**src/rtl/v74x148_pkg.sv**
```systemverilog
// -----------------------------------------------------------------------------
// v74x148_pkg
//   Shared definitions for the latched 74x148-style priority encoder.
//   Contents:
//     DEFAULT_N   : default number of request lines.
//     MAX_N/MAX_W : widest vector the priority helper accepts.
//     state_t     : FSM encoding (ST_IDLE = 1'b0, ST_PRESENT = 1'b1).
//     prio_index  : index of the highest set bit of a zero-extended vector.
// -----------------------------------------------------------------------------
package v74x148_pkg;

  localparam int DEFAULT_N = 8;
  localparam int MAX_N     = 64;
  localparam int MAX_W     = 6;

  typedef enum logic {
    ST_IDLE    = 1'b0,
    ST_PRESENT = 1'b1
  } state_t;

  // Callers zero-extend their N-bit vector to MAX_N and cast the result
  // down to their own index width. Bit MAX_N-1 has the highest priority.
  function automatic logic [MAX_W-1:0] prio_index(input logic [MAX_N-1:0] vec);
    logic [MAX_W-1:0] idx;
    idx = '0;
    for (int i = 0; i < MAX_N; i++) begin
      if (vec[i]) begin
        idx = i[MAX_W-1:0];
      end else begin
        idx = idx;
      end
    end
    return idx;
  endfunction

endpackage

```
**src/rtl/v74x148_latched_encoder_if.sv**
```systemverilog
// -----------------------------------------------------------------------------
// v74x148_latched_encoder_if
//   Request/present/acknowledge bundle of the latched encoder.
//   Signals:
//     EI_L  : enable in, active-low.
//     I_L   : N request lines, active-low, falling edge = event.
//     ACK   : consumer acknowledge of the presented index.
//     A_L   : presented index, active-low.
//     GS_L  : low while an index is presented.
//     EO_L  : low when enabled with nothing pending and nothing presented.
//   Modports:
//     master : request source / consumer side (drives EI_L, I_L, ACK).
//     slave  : encoder side (drives A_L, GS_L, EO_L).
// -----------------------------------------------------------------------------
interface v74x148_latched_encoder_if #(
  parameter int N = 8
);
  localparam int W = $clog2(N);

  logic         EI_L;
  logic [N-1:0] I_L;
  logic         ACK;
  logic [W-1:0] A_L;
  logic         GS_L;
  logic         EO_L;

  modport master (output EI_L, I_L, ACK, input A_L, GS_L, EO_L);
  modport slave  (input EI_L, I_L, ACK, output A_L, GS_L, EO_L);

endinterface

```
**src/rtl/v74x148_edge_capture.sv**
```systemverilog
// -----------------------------------------------------------------------------
// v74x148_edge_capture
//   Detects high-to-low transitions on the active-low request lines.
//   Ports:
//     clk  : rising-edge clock.
//     rst  : asynchronous active-high reset.
//     i_l  : N request lines, active-low.
//     rise : one bit per line, high in the cycle its falling edge is seen.
//   Build option V74X148_SYNC_EN inserts a 2-flop synchronizer per line
//   (reset to all ones) ahead of the edge detector, for asynchronous I_L.
// -----------------------------------------------------------------------------
module v74x148_edge_capture #(
  parameter int N = 8
) (
  input  logic         clk,
  input  logic         rst,
  input  logic [N-1:0] i_l,
  output logic [N-1:0] rise
);

  logic [N-1:0] sample_s;
  logic [N-1:0] i_q_r;

`ifdef V74X148_SYNC_EN
  logic [N-1:0] sync1_r;
  logic [N-1:0] sync2_r;

  // Two-stage synchronizer; idles high so reset never fakes an event.
  always_ff @(posedge clk or posedge rst) begin
    if (rst) begin
      sync1_r <= '1;
      sync2_r <= '1;
    end else begin
      sync1_r <= i_l;
      sync2_r <= sync1_r;
    end
  end

  assign sample_s = sync2_r;
`else
  assign sample_s = i_l;
`endif

  // Previous sample; resetting to ones makes a line held low through
  // reset release count as exactly one event.
  always_ff @(posedge clk or posedge rst) begin
    if (rst) begin
      i_q_r <= '1;
    end else begin
      i_q_r <= sample_s;
    end
  end

  assign rise = i_q_r & ~sample_s;

endmodule

```
**src/rtl/v74x148_latched_encoder.sv**
```systemverilog
// -----------------------------------------------------------------------------
// v74x148_latched_encoder
//   Latches falling-edge events on N active-low request lines and presents
//   the highest pending index, 74x148 style, held under a present/ack
//   handshake.
//   Ports:
//     CLK   : rising-edge clock.
//     RESET : asynchronous active-high reset.
//     bus   : v74x148_latched_encoder_if.slave (EI_L, I_L, ACK in;
//             A_L, GS_L, EO_L out, all outputs registered).
//   Build option V74X148_SYNC_EN (in v74x148_edge_capture) adds a 2-cycle
//   input synchronizer.
// -----------------------------------------------------------------------------
module v74x148_latched_encoder
  import v74x148_pkg::*;
#(
  parameter int N = DEFAULT_N
) (
  input  logic                          CLK,
  input  logic                          RESET,
  v74x148_latched_encoder_if.slave      bus
);

  localparam int W = $clog2(N);

  state_t           state_r;
  state_t           state_s;
  logic [N-1:0]     pending_r;
  logic [N-1:0]     pending_s;
  logic [N-1:0]     rise_s;
  logic [N-1:0]     set_s;
  logic [N-1:0]     clr_s;
  logic [MAX_N-1:0] pend_ext_s;
  logic [W-1:0]     top_s;
  logic [W-1:0]     idx_r;
  logic [W-1:0]     idx_s;
  logic [W-1:0]     a_l_r;
  logic [W-1:0]     a_l_s;
  logic             gs_l_r;
  logic             gs_l_s;
  logic             eo_l_r;
  logic             eo_l_s;

  v74x148_edge_capture #(.N(N)) u_edge_capture (
    .clk  (CLK),
    .rst  (RESET),
    .i_l  (bus.I_L),
    .rise (rise_s)
  );

  // Highest-priority pending bit, evaluated on the current pending set.
  always_comb begin
    pend_ext_s          = '0;
    pend_ext_s[N-1:0]   = pending_r;
    top_s               = W'(prio_index(pend_ext_s));
  end

  // Next-state, pending update and next registered outputs.
  always_comb begin
    set_s   = bus.EI_L ? '0 : rise_s;
    clr_s   = '0;
    state_s = state_r;
    idx_s   = idx_r;
    a_l_s   = a_l_r;
    gs_l_s  = gs_l_r;
    case (state_r)
      ST_IDLE: begin
        if (!bus.EI_L && (pending_r != '0)) begin
          state_s = ST_PRESENT;
          idx_s   = top_s;
          a_l_s   = ~top_s;
          gs_l_s  = 1'b0;
        end else begin
          a_l_s   = '1;
          gs_l_s  = 1'b1;
        end
      end
      ST_PRESENT: begin
        // Acknowledge wins over a simultaneous disable: the index was
        // already handed to the consumer.
        if (bus.ACK) begin
          state_s = ST_IDLE;
          clr_s   = {{(N-1){1'b0}}, 1'b1} << idx_r;
          a_l_s   = '1;
          gs_l_s  = 1'b1;
        end else if (bus.EI_L) begin
          state_s = ST_IDLE;
          a_l_s   = '1;
          gs_l_s  = 1'b1;
        end else begin
          state_s = ST_PRESENT;
        end
      end
      default: begin
        state_s = ST_IDLE;
        a_l_s   = '1;
        gs_l_s  = 1'b1;
      end
    endcase
    // Set after clear so a new event on the acknowledged bit survives.
    pending_s = (pending_r & ~clr_s) | set_s;
    eo_l_s    = ~(!bus.EI_L && (pending_s == '0) && (state_s == ST_IDLE));
  end

  // State, pending set and registered outputs.
  always_ff @(posedge CLK or posedge RESET) begin
    if (RESET) begin
      state_r   <= ST_IDLE;
      pending_r <= '0;
      idx_r     <= '0;
      a_l_r     <= '1;
      gs_l_r    <= 1'b1;
      eo_l_r    <= 1'b1;
    end else begin
      state_r   <= state_s;
      pending_r <= pending_s;
      idx_r     <= idx_s;
      a_l_r     <= a_l_s;
      gs_l_r    <= gs_l_s;
      eo_l_r    <= eo_l_s;
    end
  end

  assign bus.A_L  = a_l_r;
  assign bus.GS_L = gs_l_r;
  assign bus.EO_L = eo_l_r;

endmodule

```
**src/flat_wrapper.sv**
```systemverilog
// flat-port wrapper written by rule: the top's interface ports become plain ports
module v74x148_latched_encoder_flat import v74x148_pkg::*;
#(
  parameter int N = DEFAULT_N
)
  (CLK, RESET, bus_EI_L, bus_I_L, bus_ACK, bus_A_L, bus_GS_L, bus_EO_L);
  v74x148_latched_encoder_if #(.N(N)) bus_i ();
  input  logic CLK;
  input  logic RESET;
  input wire logic [$bits(bus_i.EI_L)-1:0] bus_EI_L;
  input wire logic [$bits(bus_i.I_L)-1:0] bus_I_L;
  input wire logic [$bits(bus_i.ACK)-1:0] bus_ACK;
  output wire logic [$bits(bus_i.A_L)-1:0] bus_A_L;
  output wire logic [$bits(bus_i.GS_L)-1:0] bus_GS_L;
  output wire logic [$bits(bus_i.EO_L)-1:0] bus_EO_L;
  assign bus_i.EI_L = bus_EI_L;
  assign bus_i.I_L = bus_I_L;
  assign bus_i.ACK = bus_ACK;
  assign bus_A_L = bus_i.A_L;
  assign bus_GS_L = bus_i.GS_L;
  assign bus_EO_L = bus_i.EO_L;
  v74x148_latched_encoder #(.N(N)) u_core (.CLK(CLK), .RESET(RESET), .bus(bus_i));
endmodule
```
**config.mk**
```make
export PLATFORM = sky130hd
export DESIGN_NAME = v74x148_latched_encoder_flat
export DESIGN_NICKNAME = d
export VERILOG_FILES = /design/src/rtl/v74x148_pkg.sv /design/src/rtl/v74x148_latched_encoder_if.sv /design/src/rtl/v74x148_edge_capture.sv /design/src/rtl/v74x148_latched_encoder.sv /design/src/flat_wrapper.sv
export SDC_FILE = /design/constraint.sdc
export NUM_CORES = 1
export LEC_CHECK = 0
export ABC_AREA = 1
export CORE_ASPECT_RATIO = 1.4
export CORE_UTILIZATION = 24
export DETAILED_ROUTE_END_ITERATION = 10
export GPL_TIMING_DRIVEN = 0
export PLACE_DENSITY_LB_ADDON = 0.05
export SLEW_MARGIN = 20
export SYNTH_ARGS = -nofsm -noshare
export SYNTH_HDL_FRONTEND = slang
export SYNTH_SLANG_ARGS = --single-unit
```
**constraint.sdc**
```tcl
create_clock -name CLK -period 1.85 [get_ports CLK]
set_clock_uncertainty 0.15 [all_clocks]
set_input_delay 0.37 -clock CLK [delete_from_list [all_inputs] [get_ports CLK]]
set_output_delay 0.37 -clock CLK [all_outputs]
set_load 0.02 [all_outputs]
```
Word-level counts from Yosys, hierarchy flattened
Cells that the tools add are included.
{"block": "word_totals", "ramBits": 0, "inputBits": 12, "n_memories": 0, "out_inout_bits": 5, "wordCells": 47, "reg_bits": 25, "latchBits": 0, "romBits": 0}
{"block": "classes", "n_mul": 0, "n_reduce_logical": 7, "shift": 1, "eq_ne": 1, "muxes": 22, "n_addsub": 0, "magnitude_cmp": 0, "div_mod_pow": 0, "bitwise": 9}
{"operator": "$mux 8", "n": 3}
{"operator": "$mux 3", "n": 7}
{"operator": "$and 8x8->8", "n": 2}
{"operator": "$not 8->8", "n": 2}
{"operator": "$logic_not 8->1", "n": 1}
{"operator": "$or 8x8->8", "n": 1}
{"operator": "$reduce_bool 8->1", "n": 1}
{"operator": "$shl 1x3->8 const A", "n": 1}
{"operator": "$mux 1", "n": 7}
{"operator": "$pmux 3 s2", "n": 1}
{"operator": "$mux 2", "n": 2}
{"operator": "$pmux 1 s2", "n": 2}
{"operator": "$logic_and 1x1->1", "n": 3}
{"operator": "$ne 3x3->1 const B", "n": 1}
{"operator": "$not 1->1", "n": 3}
{"operator": "$not 3->3", "n": 1}
{"operator": "$reduce_and 2->1", "n": 1}
{"operator": "$logic_not 1->1", "n": 1}

Depth between registers and ports, before layout
{"block": "depth", "word_depth": 10, "depth_mapped": 9}

Hierarchy
A second synthesis with hierarchy kept.
{"block": "unflattened", "cells_unflattened": 135, "hier_area_um2": 1144.8}
{"module": "v74x148_latched_encoder", "cells_per_inst": 110, "area_per_inst_um2": 850.8, "seq_area_each_um2": 431.7, "instances": 1}
{"module": "v74x148_edge_capture", "cells_per_inst": 25, "area_per_inst_um2": 294.0, "seq_area_each_um2": 210.2, "instances": 1}

Least setup slack after synthesis
No wires, ideal clock.
{"block": "synth_timing", "path_type": "reg-to-reg", "start": "reg u_core.pending_r[2]", "end": "reg u_core.idx_r[1]", "n_path_buf": 0, "t_arrival_ps": 1006, "path_stages_with_launch": 7, "path_slack_ps": 556, "path_cell_list": "dfrtp_1 > nor2_1 > nand2_1 > o21ai_1 > inv_2 > o31ai_1 > o21ai_0"}
{"block": "synth_between", "elab_chain_cells": 6, "word_cells_on_any_way": 9}
{"element": "from (decl)", "line": "v74x148_latched_encoder.sv:28", "source": "logic [N-1:0] pending_r;"}
{"element": "from (signal assigned)", "line": "v74x148_latched_encoder.sv:116", "source": "pending_r <= pending_s;"}
{"element": "$mux 2 (2 in a row)", "line": "v74x148_pkg.sv:27", "source": "if (vec[i]) begin"}
{"element": "$mux 3 (4 in a row)", "line": "v74x148_pkg.sv:27"}
{"element": "to (signal assigned)", "line": "v74x148_latched_encoder.sv:117", "source": "idx_r <= idx_s;"}
{"element": "to (decl)", "line": "v74x148_latched_encoder.sv:35", "source": "logic [W-1:0] idx_r;"}
Parallel ways exist; a longest one is shown, timed or not.
A chain may end at the register's enable or synchronous reset.

Worst setup path after layout
{"block": "layout_timing", "start": "reg u_core.a_l_r[0], in the netlist u_core.bus.A_L[0]", "end": "out bus_A_L[0]"}
{"element": "from (decl)", "line": "v74x148_latched_encoder.sv:37", "source": "logic [W-1:0] a_l_r;"}
{"element": "from (signal assigned)", "line": "v74x148_latched_encoder.sv:118", "source": "a_l_r <= a_l_s;"}
{"element": "to (decl)", "line": "flat_wrapper.sv:13", "source": "output wire logic [$bits(bus_i.A_L)-1:0] bus_A_L;"}
No word-level cell between the ends.

==> reports/qor.txt <==
result of the run: finished, final reports clean
reg-to-reg slack, setup: 340 ps
final-report hold violation count: 0
post-DR wirelength/cell: 11.2 µm
Total Negative Setup Slacks: 0 ps
root buf cell: sky130_fd_sc_hd__clkbuf_8
crit path cell chain: dlygate4sd2_1
nets: 158
share of the synthesized area in compound gates (AO/OA/AOI/OAI): 0.0689
most common library cells after synthesis: 33 x sky130_fd_sc_hd__nand2_1, 24 x sky130_fd_sc_hd__nor2_1, 17 x sky130_fd_sc_hd__inv_1
antenna violations before repair: 0
starting density of the core: 0.253
Worst Setup End Kind: output pin
Buffers & Inverters on Critical Path: 1
worst setup path start: u_core.bus.A_L[0]$_DFFE_PP1P_
fraction of layout cells with a size suffix above 1: 0.186
pin slew with the least headroom to its limit: 922 ps
detail-routed via count per cell: 3.87
half-perimeter wire length after detailed placement: 1730 µm
share of the clock period used by the worst path: 0.890
buffers inserted during post-CTS setup optimization: 0
number of nets produced by synthesis: 137
count leader, synth: sky130_fd_sc_hd__nand2_1
total of warnings raised by yosys: 0
Hold Startpoint: u_core.bus.GS_L$_DFFE_PP1P_
leading cell types by total area after synthesis: sky130_fd_sc_hd__dfstp_2 32%, sky130_fd_sc_hd__dfrtp_1 28%, sky130_fd_sc_hd__nand2_1 12%
vias in the first global route: 811
post-synthesis register bit count: 25
area share of xor/xnor cells in the synthesized design: 0
post-synthesis cell count: 125
required time worst endpoint: 1330 ps
basic-gate share of the synthesized area counting and, or, nand and nor cells: 0.265
filler cell count in the final layout: 462
per-instance average area after synthesis: 8.57 µm²
worst reg-to-reg path cell count: 6
clk buf depth: 2
top fanout value on the critical path: 2
CTS tree: built
final period demand of the worst path: 1650 ps
number of vias in the routed layout: 794
grt ovf: 0
number of library cell types mapped by synthesis: 16
Routability Congestion: 0.847
RSZ-0062 raised after global routing: false
most used flip-flop cell after synthesis: sky130_fd_sc_hd__dfstp_2
share of synthesized area spent on multiplexers: 0
Pre-Repair DR Iteration Count: 4
top cell type by total area after synthesis: sky130_fd_sc_hd__dfstp_2
maximum VDD drop: 0.278 mV
count of endpoints failing setup in the final report: 0
pin count of the biggest net entering global routing: 26
max-capacitance violation count: 0
fraction of registers with async set/reset: 1.00
EDFF count, synth: 0
share of synthesized area occupied by flip-flops and latches: 0.599
first-pass GRT wire length: 3770 µm
count of placed standard cells including taps: 201
initial drt markers: 24
count of clock tree sinks: 25
final antenna diode count: 0
clock latency on the worst-skew pair: 270 ps
critical path capture point: bus_A_L[0]
total routing usage reported by global routing: 0.112
area of the core region: 4240 µm²
I/O pin count: 17
r2r endpoint: u_core.idx_r[1]$_DFFE_PP0P_
Total Power: 1.27 mW
DRC errors left: 0
non-filler cells, final: 205
Pwr per Cell Area: 942 nW/µm²
DRT antenna net count: 0
CP Depth: 1
Worst path slowest cell: sky130_fd_sc_hd__dfstp_2
adder and majority gate portion of the synthesized area: 0
number of clock buffers inserted by TritonCTS: 3
Yosys top cell area share: 0.319
class of the tightest hold or removal check: flop to flop
combined area of all synthesized cells: 1070 µm²
clock transition at the registers of the reported paths: 90 ps
die height: 81.0 µm
combinational family with the most area after synthesis: simple AND/OR/NAND/NOR gates
FF-to-FF Start: u_core.pending_r[2]$_DFF_PP0_
max frequency: 0.608 GHz
number of placement rows: 28
kind of cell adding the most delay to the critical path: flip-flops
startpoint kind of the worst setup timing path: flop
post-synthesis to final-layout area growth: 25.6%
DIE AREA: 4740 µm²
crit-path max cell delay: 540 ps
width of the die: 58.5 µm
maximum level of the CTS H-tree: 1
total wire length: 2300 µm
Buffers on Ports: 16
worst rel slew slack: 0.381
Slew Viols, Final: 0
Worst Path Arrival: 1130 ps
critical path start-end classification: flop to output pin
Static Leak: 0.581 nW
[flip-flops by register name, summed over array words and instances, names as in the netlist]
register / flops
u_core.pending_r: 8
u_core.u_edge_capture.i_q_r: 8
u_core.bus.A_L: 3
u_core.idx_r: 3
u_core.bus.EO_L: 1
u_core.bus.GS_L: 1
u_core.state_r: 1
[cells by family after synthesis]
logic type	count (synthesis)
buffers and inverters	19
AO/OA/AOI/OAI	12
AND/OR/NAND/NOR	69
flip-flops	25
[routing by layer]
metal,track usage,share of wire
met3,0.0191,0.030
met2,0.178,0.48
met5,0,0
met4,0.0667,0.031
met1,0.141,0.45
[report_power, final]
group | total [mW] | switching (mW) | internal, mW | leakage [nW]
Combinational | 0.245 | 0.153 | 0.0925 | 0.296
Sequential | 0.692 | 0.0549 | 0.637 | 0.262
Clock | 0.330 | 0.176 | 0.154 | 0.0228
Total | 1.27 | 0.383 | 0.884 | 0.581
[cells in the final DEF (no fill, tap or decap)]
cell and count:
sky130_fd_sc_hd__inv_2 2, sky130_fd_sc_hd__nor2_2 3, sky130_fd_sc_hd__o31ai_1 1, sky130_fd_sc_hd__dlygate4sd2_1 5
sky130_fd_sc_hd__or2_0 2, sky130_fd_sc_hd__a21oi_1 3, sky130_fd_sc_hd__dfstp_2 13, sky130_fd_sc_hd__o21ai_0 4
sky130_fd_sc_hd__clkbuf_1 1, sky130_fd_sc_hd__clkinv_1 1, sky130_fd_sc_hd__a21oi_2 3, sky130_fd_sc_hd__clkbuf_8 3
sky130_fd_sc_hd__nand2_2 3, sky130_fd_sc_hd__dfrtp_1 12, sky130_fd_sc_hd__nand2_1 33, sky130_fd_sc_hd__clkdlybuf4s50_1 11
sky130_fd_sc_hd__inv_1 16, sky130_fd_sc_hd__nor3_1 1, sky130_fd_sc_hd__nand3_1 3, sky130_fd_sc_hd__nor2_1 24
sky130_fd_sc_hd__o21ai_1 1
[per-stage QoR]
stage	hold WS, ps	utilization	cell area (µm²)	setup WS, ps
floorplan	224	-	1070	556
global placement	308	0.308	1310	-119
detailed placement	310	0.308	1310	-118
CTS	325	0.317	1350	174
global route	337	0.317	1350	120
finish	321	0.317	1350	204
[what timing repair did]
item,CTS,global route
endpoints found under the setup margin,5,0
hold buffers,0,0
gates resized for setup,5,0
[layout make-up]
type / instances / area, µm² / share of cell area
Sequential cell: 25 / 642 / 0.477
Multi-Input combinational cell: 81 / 358 / 0.266
Timing Repair Buffer: 16 / 154 / 0.114
Tap cell: 60 / 75.1 / 0.0558
Inverter: 19 / 71.3 / 0.0530
Clock buffer: 4 / 45.0 / 0.0335
[worst min path at each step]
stage | slack, ps | cells after the start | end
floorplan | 220 | 0 | u_core.u_edge_capture.i_q_r[0]$_DFF_PP1_
global placement | 310 | 2 | u_core.bus.GS_L$_DFFE_PP1P_
detailed placement | 310 | 2 | u_core.bus.GS_L$_DFFE_PP1P_
CTS | 320 | 2 | u_core.bus.GS_L$_DFFE_PP1P_
global route | 340 | 2 | u_core.bus.GS_L$_DFFE_PP1P_
finish | 320 | 2 | u_core.bus.GS_L$_DFFE_PP1P_
Note: power is estimated with default switching activity, not from simulation.
